--- src/rtl/mem_arb_pkg.sv ---
// Shared definitions for the core memory-port arbiter and the ID control block.
package mem_arb_pkg;

    typedef enum logic [1:0] {
        IDLE,
        IF_BUSY,
        DM_BUSY
    } arb_state_t;

    localparam int unsigned ADDR_STEP = 4;

    localparam logic [1:0] MODE_BYTE = 2'b00;
    localparam logic [1:0] MODE_HALF = 2'b01;
    localparam logic [1:0] MODE_WORD = 2'b10;

endpackage

--- src/rtl/mem_port_arbiter_dm_burst_ctr.sv ---
// Beat counter and running address for a data burst; last_beat_o means no
// further beats remain to be issued.
module dm_burst_ctr
    import mem_arb_pkg::*;
#(
    parameter int unsigned ADDR_W = 32,
    parameter int unsigned BEAT_W = 4
) (
    input  logic              clk,
    input  logic              rst,
    input  logic              load_i,
    input  logic              step_i,
    input  logic [ADDR_W-1:0] base_addr_i,
    input  logic [BEAT_W-1:0] beats_i,
    output logic [ADDR_W-1:0] addr_o,
    output logic              last_beat_o
);

    localparam logic [ADDR_W-1:0] STEP = ADDR_W'(ADDR_STEP);

    logic [BEAT_W-1:0] cnt_q, cnt_d;
    logic [ADDR_W-1:0] addr_q, addr_d;

    // Beat 0 is issued at the base address during the grant cycle, so the
    // register starts one step ahead with max(beats,1)-1 beats remaining.
    always_comb begin
        cnt_d  = cnt_q;
        addr_d = addr_q;
        if (load_i) begin
            cnt_d  = (beats_i == '0) ? '0 : beats_i - BEAT_W'(1);
            addr_d = base_addr_i + STEP;
        end else if (step_i && (cnt_q != '0)) begin
            cnt_d  = cnt_q - BEAT_W'(1);
            addr_d = addr_q + STEP;
        end
    end

    always_ff @(posedge clk) begin
        if (rst) begin
            cnt_q  <= '0;
            addr_q <= '0;
        end else begin
            cnt_q  <= cnt_d;
            addr_q <= addr_d;
        end
    end

    assign addr_o      = addr_q;
    assign last_beat_o = (cnt_q == '0);

endmodule

--- src/rtl/mem_port_arbiter.sv ---
// Arbitrates the single-port memory between instruction fetch and MEM-stage
// data bursts; bursts are atomic, one beat per cycle.
module mem_port_arbiter
    import mem_arb_pkg::*;
#(
    parameter int unsigned ADDR_W = 32,
    parameter int unsigned DATA_W = 32,
    parameter int unsigned BEAT_W = 4
) (
    input  logic              clk,
    input  logic              rst,
    input  logic              i_if_req,
    input  logic [ADDR_W-1:0] i_if_addr,
    output logic              o_if_stall,
    output logic              o_if_valid,
    output logic [DATA_W-1:0] o_if_rdata,
    input  logic              i_dm_req,
    input  logic              i_dm_we,
    input  logic [ADDR_W-1:0] i_dm_addr,
    input  logic [BEAT_W-1:0] i_dm_beats,
    input  logic [DATA_W-1:0] i_dm_wdata,
    input  logic [1:0]        i_dm_mode,
    output logic              o_dm_beat_ack,
    output logic              o_dm_stall,
    output logic              o_dm_valid,
    output logic [DATA_W-1:0] o_dm_rdata,
    output logic              o_dm_done,
    output logic              o_mem_en,
    output logic              o_mem_we,
    output logic [ADDR_W-1:0] o_mem_addr,
    output logic [DATA_W-1:0] o_mem_wdata,
    output logic [1:0]        o_mem_mode,
    input  logic [DATA_W-1:0] i_mem_rdata
);

    arb_state_t state_q, state_d;
    logic fetch_owed_q, fetch_owed_d;
    logic if_seen_q, if_seen_d;
    logic dm_rd_pend_q, dm_rd_pend_d;

    logic              ctr_load, ctr_step, last_beat;
    logic [ADDR_W-1:0] burst_addr;
    logic              arb_en, if_cand, dm_cand, if_issue;

    dm_burst_ctr #(
        .ADDR_W (ADDR_W),
        .BEAT_W (BEAT_W)
    ) u_ctr (
        .clk         (clk),
        .rst         (rst),
        .load_i      (ctr_load),
        .step_i      (ctr_step),
        .base_addr_i (i_dm_addr),
        .beats_i     (i_dm_beats),
        .addr_o      (burst_addr),
        .last_beat_o (last_beat)
    );

    always_comb begin
        state_d       = state_q;
        fetch_owed_d  = fetch_owed_q;
        if_seen_d     = if_seen_q;
        dm_rd_pend_d  = 1'b0;
        ctr_load      = 1'b0;
        ctr_step      = 1'b0;
        arb_en        = 1'b0;
        if_cand       = 1'b0;
        dm_cand       = 1'b0;
        if_issue      = 1'b0;
        o_mem_en      = 1'b0;
        o_mem_we      = 1'b0;
        o_mem_addr    = '0;
        o_mem_wdata   = '0;
        o_mem_mode    = '0;
        o_if_valid    = 1'b0;
        o_if_rdata    = '0;
        o_dm_valid    = 1'b0;
        o_dm_rdata    = '0;
        o_dm_done     = 1'b0;
        o_dm_beat_ack = 1'b0;
        o_if_stall    = 1'b0;
        o_dm_stall    = 1'b0;

        if (!rst) begin
            if (dm_rd_pend_q) begin
                o_dm_valid = 1'b1;
                o_dm_rdata = i_mem_rdata;
            end

            // A request is held through its own completion cycle, so the
            // requester that just completed is excluded from that cycle's
            // arbitration.
            unique case (state_q)
                IDLE: begin
                    arb_en  = 1'b1;
                    if_cand = i_if_req;
                    dm_cand = i_dm_req;
                end
                IF_BUSY: begin
                    o_if_valid = 1'b1;
                    o_if_rdata = i_mem_rdata;
                    arb_en     = 1'b1;
                    dm_cand    = i_dm_req;
                end
                DM_BUSY: begin
                    if (last_beat) begin
                        o_dm_done    = 1'b1;
                        fetch_owed_d = if_seen_q | i_if_req;
                        arb_en       = 1'b1;
                        if_cand      = i_if_req;
                    end else begin
                        if_seen_d     = if_seen_q | i_if_req;
                        o_mem_en      = 1'b1;
                        o_mem_we      = i_dm_we;
                        o_mem_addr    = burst_addr;
                        o_mem_wdata   = i_dm_wdata;
                        o_mem_mode    = i_dm_mode;
                        o_dm_beat_ack = 1'b1;
                        ctr_step      = 1'b1;
                        dm_rd_pend_d  = ~i_dm_we;
                    end
                end
                default: ;
            endcase

            if (arb_en) begin
                state_d = IDLE;
                if (dm_cand && !(if_cand && fetch_owed_q)) begin
                    o_mem_en      = 1'b1;
                    o_mem_we      = i_dm_we;
                    o_mem_addr    = i_dm_addr;
                    o_mem_wdata   = i_dm_wdata;
                    o_mem_mode    = i_dm_mode;
                    o_dm_beat_ack = 1'b1;
                    ctr_load      = 1'b1;
                    dm_rd_pend_d  = ~i_dm_we;
                    if_seen_d     = i_if_req;
                    state_d       = DM_BUSY;
                end else if (if_cand) begin
                    o_mem_en     = 1'b1;
                    o_mem_addr   = i_if_addr;
                    o_mem_mode   = MODE_WORD;
                    if_issue     = 1'b1;
                    fetch_owed_d = 1'b0;
                    state_d      = IF_BUSY;
                end
            end

            o_if_stall = i_if_req && !if_issue && !o_if_valid;
            o_dm_stall = i_dm_req && !o_dm_done;
        end
    end

    always_ff @(posedge clk) begin
        if (rst) begin
            state_q      <= IDLE;
            fetch_owed_q <= 1'b0;
            if_seen_q    <= 1'b0;
            dm_rd_pend_q <= 1'b0;
        end else begin
            state_q      <= state_d;
            fetch_owed_q <= fetch_owed_d;
            if_seen_q    <= if_seen_d;
            dm_rd_pend_q <= dm_rd_pend_d;
        end
    end

    a_if_req_held: assert property (@(posedge clk) disable iff (rst)
        (i_if_req && !o_if_valid) |=> i_if_req);
    a_dm_req_held: assert property (@(posedge clk) disable iff (rst)
        (i_dm_req && !o_dm_done) |=> i_dm_req);

endmodule

--- config.mk ---
export PLATFORM = sky130hd
export DESIGN_NAME = mem_port_arbiter
export DESIGN_NICKNAME = d
export VERILOG_FILES = /design/src/rtl/mem_arb_pkg.sv /design/src/rtl/mem_port_arbiter_dm_burst_ctr.sv /design/src/rtl/mem_port_arbiter.sv
export SDC_FILE = /design/constraint.sdc
export NUM_CORES = 1
export LEC_CHECK = 0
export CORE_AREA = 3 3 108 110
export CTS_CLUSTER_SIZE = 10
export DETAILED_ROUTE_END_ITERATION = 16
export DIE_AREA = 0 0 111 113
export DONT_BUFFER_PORTS = 1
export PLACE_DENSITY = 0.57
export SYNTH_ARGS = -nofsm -noshare
export SYNTH_HDL_FRONTEND = slang
export SYNTH_SLANG_ARGS = --single-unit
export TNS_END_PERCENT = 1
--- constraint.sdc ---
create_clock -name clk -period 3.3 [get_ports clk]
set_input_delay 0.495 -clock clk [delete_from_list [all_inputs] [get_ports clk]]
set_output_delay 0.495 -clock clk [all_outputs]
set_load 0.02 [all_outputs]
# Yosys cells after proc, flatten, opt, wreduce, memory -nomap -nowiden
# Cells that the tools add are included.
# word_totals
regBits	41
out_inout_bits	138
elab_cells	111
# classes
addsub	4
eq_ne	2
mux	81
bitwise_logic	2
n_reduce_logical	16
# op_table
cell	count
$mux 32	17
$add 32x3->32 const B	2
$mux 1	52
$mux 2	7
$mux 4	3
$logic_not 4->1	2
$sub 4x1->4 const B	2
$logic_and 1x1->1	6
$logic_not 1->1	4
$pmux 1 s2	2
$reduce_bool 4->1	1
$eq 2x1->1 const B	1
$eq 2x2->1 const B	1
$logic_not 2->1	1
$reduce_bool 2->1	1
$reduce_or 2->1	1
$not 1->1	1
$or 1x1->1	1

# Longest topological paths before layout
# logic_depth
ltp_word	14
ltp_mapped	18

# By module
# A second synthesis with hierarchy kept.
# hier_totals
cells_unflattened	578
hier_area_um2	4438.0
# by_module_without_submodules
mod	instances	cells_each	area_per_inst_um2	seq_area_each_um2
dm_burst_ctr	1	350	2800.2	720.7
mem_port_arbiter	1	228	1637.8	100.1

# Worst setup path after synthesis
# OpenSTA, ideal clock, no wires.
# synth_path
path_kind	input port to flip-flop
startpoint	in i_dm_req
endpoint	reg u_ctr.addr_q[28], in the netlist u_ctr.addr_o[28]
setup_time_ps	128
arrival_ps	3376
setup_slack_ps	-204
cell_stages	18
n_path_buf	7
path_cell_list	or3b_1 buf_6 nand2b_4 buf_6 clkbuf_1 clkbuf_1 clkbuf_1 nand2_1 nand2_1 ha_1 clkbuf_1 nand3_1 nor4_4 o21a_1 buf_6 nand4_1 a32oi_1 o21ai_1
# synth_via
elab_chain_len	7
# synth_rtl
item	line	rtl
start, declared	mem_port_arbiter.sv:17	input logic i_dm_req,
$mux 1 *	mem_port_arbiter.sv:93	unique case (state_q)
$mux 1 *	mem_port_arbiter.sv:84	if (!rst) begin
$logic_and 1x1->1 *	mem_port_arbiter.sv:128	if (dm_cand && !(if_cand && fetch_owed_q)) begin
$mux 1 *	mem_port_arbiter.sv:128	
$mux 1 *	mem_port_arbiter.sv:126	if (arb_en) begin
$mux 1 *	mem_port_arbiter.sv:84	
$mux 32 or $reduce_bool 2->1 (tied branches)	n/a	
end signal, assigned	mem_port_arbiter_dm_burst_ctr.sv:44	addr_q <= addr_d;
end, declared	mem_port_arbiter_dm_burst_ctr.sv:22	logic [ADDR_W-1:0] addr_q, addr_d;
# Mark *: on every way between the ends. The rest lies on a longest branch, timed or not. The select of a mux whose other input is x is not followed.
# A chain may end at the register's enable or synchronous reset.

# Worst setup path in the final report
# layout_path
startpoint	reg u_ctr.cnt_q[0]
endpoint	out o_mem_addr[17]
# layout_via
elab_chain_len	10
# layout_rtl
item	line	rtl
start, declared	mem_port_arbiter_dm_burst_ctr.sv:21	logic [BEAT_W-1:0] cnt_q, cnt_d;
start signal, assigned	mem_port_arbiter_dm_burst_ctr.sv:43	cnt_q <= cnt_d;
$logic_not 4->1 *	mem_port_arbiter_dm_burst_ctr.sv:49	assign last_beat_o = (cnt_q == '0);
$mux 1	mem_port_arbiter.sv:106	if (last_beat) begin
$pmux 1 s2	mem_port_arbiter.sv:93	
$mux 1	mem_port_arbiter.sv:84	
$logic_and 1x1->1	mem_port_arbiter.sv:128	
$logic_not 1->1	mem_port_arbiter.sv:128	
$logic_and 1x1->1	mem_port_arbiter.sv:128	
$mux 32	mem_port_arbiter.sv:128	
$mux 32 *	mem_port_arbiter.sv:126	
$mux 32 *	mem_port_arbiter.sv:84	
end, declared	mem_port_arbiter.sv:30	output logic [ADDR_W-1:0] o_mem_addr,
# Marked as above.

==> summary.md <==
| Metric | Value |
|---|---|
| Lkg Pwr | approximately 0.0020 uW |
| Num rows | 38 |
| Register area share after synthesis | 0.1847 |
| Final worst-path setup slack | 219.0 ps |
| Slew HR | 0.4048 |
| Fin area | roughly 0.0050 sq mm |
| CTS sink cnt | 41 |
| DR pass1 iterations | 5 |
| Gr ovfl total | 0 |
| Initial antenna violation count | 0 |
| Slowest cell on the critical path | or3b_2 |
| First-pass GRT wire length | approximately 28000 microns |
| Final setup vio count | 0 |
| Largest cells by area after synthesis | dfxtp_1, and2_1, nor2_1 |
| Status | finished, final reports clean |
| Via density | 6.257 |
| Boundary Pins | 277 |
| # hold bufs at CTS | 0 |
| Die area | 0.01254 sq mm |
| Syn Inst Count | 690 |
| Post-Syn Area per Cell | between 6 and 7 sq um |
| Nets@finish | between 800 and 900 |
| Number of instances in the placed design | about 830 |
| Critical path data required time | around 2800 ps |
| Power per Cell Area | 387.4 mW/mm^2 |
| Distinct cells, synth | 65 |
| Layout Cells excl Fill | approximately 840 |
| Fillers | around 1100 |
| FFs w/ async S/R, synth | 0 |
| Number of flops mapped to enable cells by yosys | 0 |
| Worst Setup Start Kind | flip-flop |
| Share of cells above drive strength 1 | 0.1198 |
| Vias in the first global route | around 5000 |
| Root Driver | clkbuf_8 |
| Initial core utilization | 0.4118 |
| Setup Buffers After CTS | 0 |
| Pre-CTS setup slack | 211.9 ps |
| Fin crit share | 0.9336 |
| Cts bufs inserted | 5 |
| Crit-path cells | inv_1 > ha_1 > or3b_2 > nand2_1 > nand3_1 > buf_4 > nor2_1 > nor4_2 > buf_4 |
| Crit path arrival time | about 2600 ps |
| Crit. End Element | output port |
| CTS H-tree depth | 2 |
| Gpl congestion | between 0.8 and 0.9 |
| Clk_lat worst skew | about 300 ps |
| Final hold viol count | 0 |
| Routed wire length | roughly 18000 microns |
| Warnings, synthesis | 0 |
| Area post-placement | slightly below 0.005 sq mm |
| Hpwl dp | ~14000 microns |
| PostCTS Resize Cnt | 0 |
| Die height | about 110 microns |
| Post-DRT Antenna Nets | 0 |
| Worst-margin pin slew | approximately 890 ps |
| Most used cell, CP | buf_4 |
| TritonCTS clock tree | built |
| All-Layer GR Usage | 0.2702 |
| Hold crit path type | input port to flip-flop |
| Worst IR Drop VDD | 202.0 uV |
| Core ar. | between 0.01 and 0.015 sq mm |
| Post-Syn Area | 0.004444 sq mm |
| Synth top area share | 0.1847 |
| IO buf count | 0 |
| Critical path class | flip-flop to output port |
| Final TNS setup | 0 ps |
| Initial DRC Count | slightly above 400 |
| Tmin final | ~3000 ps |
| CTS max path bufs | 2 |
| Max-cap violations | 0 |
| Reg clk slew, reported paths | 90 ps |
| Crit path max fanout | 20 |
| CP peak stage delay | a little under 500 ps |
| Area leader, netlist | dfxtp_1 |
| DR WL/cell | approximately 22 microns |
| Setup Skew | between 9 and 10 ps |
| Syn_nets | 831 |
| Vias | roughly 5300 |
| Largest net degree at the start of global routing | 53 |
| Die W | 111 microns |
| N_diodes | 0 |
| Synth Flop Type | dfxtp_1 |
| Area Growth Syn to Fin | 11.71% |
| Post-synthesis sequential element count | 41 |
| Min Hold Slack | approximately 250 ps |
| Max-slew violation count | 0 |
| Peak Freq | approximately 320 MHz |
| DRC | 0 |
per-stage QoR:
step / power, uW / util
detailed placement: 1477 / 0.4466
global route: 2032 / 0.4600
CTS: 1926 / 0.4577
global placement: 1464 / 0.4466
floorplan: 1218 / -
finish: 1923 / 0.4600
flip-flops by register name (all words and copies together), names as in the netlist:
name,count
if_seen_q,1
fetch_owed_q,1
u_ctr.addr_o,32
u_ctr.cnt_q,4
dm_rd_pend_q,1
state_q,2
Yosys cell counts, types with 4 or more instances:
cell      number
nand3_1       20
nor3_1        18
nor2_1       101
nand2_1       56
xor2_1         8
nand4_1       13
xnor2_1        8
nand3b_1       5
and3_1        22
o211ai_1       4
a21oi_1       55
nor4_1        32
o22ai_1       12
a31oi_1       11
mux2i_1        5
and2_1       102
clkbuf_1      40
o21ai_0       39
nor2b_1        4
dfxtp_1       41
inv_1         10
and4_1         4
a22oi_1        5
buf_1          5
o21ai_1        5
final cells by class:
class | instances | area, sq um | area share
well taps | 140 | 175.2 | 0.03528
multi-input cells | 586 | 3398 | 0.6845
repair buffers | 54 | 405.4 | 0.08165
clock inverters | 2 | 37.54 | 0.007560
flip-flops and latches | 41 | 820.8 | 0.1653
inverters | 12 | 45.04 | 0.009073
clock buffers | 6 | 82.58 | 0.01663
report_power, final:
part,internal [uW],switching [uW]
Clock,247,206
Sequential,547,64.5
Combinational,293,566
worst paths after layout:
| path | start | slack, ps | cells after the start | endpoint |
|---|---|---|---|---|
| min | i_dm_we | 250 | 1 | dm_rd_pend_q$_SDFF_PP0_ |
| min reg2reg | u_ctr.addr_o[0]$_SDFFE_PP0P_ | 480 | 2 | u_ctr.addr_o[0]$_SDFFE_PP0P_ |
| max reg2reg | state_q[1]$_SDFFE_PP0N_ | 250 | 11 | u_ctr.addr_o[30]$_SDFFE_PP0P_ |
| max | u_ctr.cnt_q[0]$_SDFFE_PP0P_ | 220 | 9 | o_mem_addr[17] |
kinds of logic after synthesis:
kind of cell               share of synthesized area
adders and majority gates                   0.005630
muxes                                        0.01886
and+or+nand+nor                               0.4795
DFF                                           0.1847
xor gates and xnor gates                     0.03153
AOI/OAI and AO/OA                             0.2207
buffers and inverters                        0.05912
layout by cell type, fill, tap and decap left out, types with 5 or more instances in the layout:
cell	n
clkbuf_8	6
nand4_1	13
inv_1	10
and2_1	102
o22ai_1	12
xor2_1	8
nand3b_1	5
nor4_1	28
o21ai_0	39
a31oi_1	11
a22oi_1	5
dfxtp_1	41
a21oi_1	55
xnor2_1	8
nand2_1	56
o21ai_1	5
nor2_1	100
mux2i_1	5
nand3_1	20
buf_4	54
nor3_1	18
and3_1	22
critical path: cells and delay by family (launching register included):
kind,cells,cell delay (ps)
adder cells (fa/ha/maj),1,180
AND/OR/NAND/NOR,5,1200
flip-flops,1,340
buffers and inverters,3,560
layer usage:
layer,vias to the layer above,track usage,wire length [microns]
met3,16,0.04866,1374
li1,2475,-,-
met4,0,0.05337,206
met5,-,0,0
met2,257,0.4648,9066
met1,2514,0.3573,7493
No activity file was read; power rests on OpenSTA's default activity.
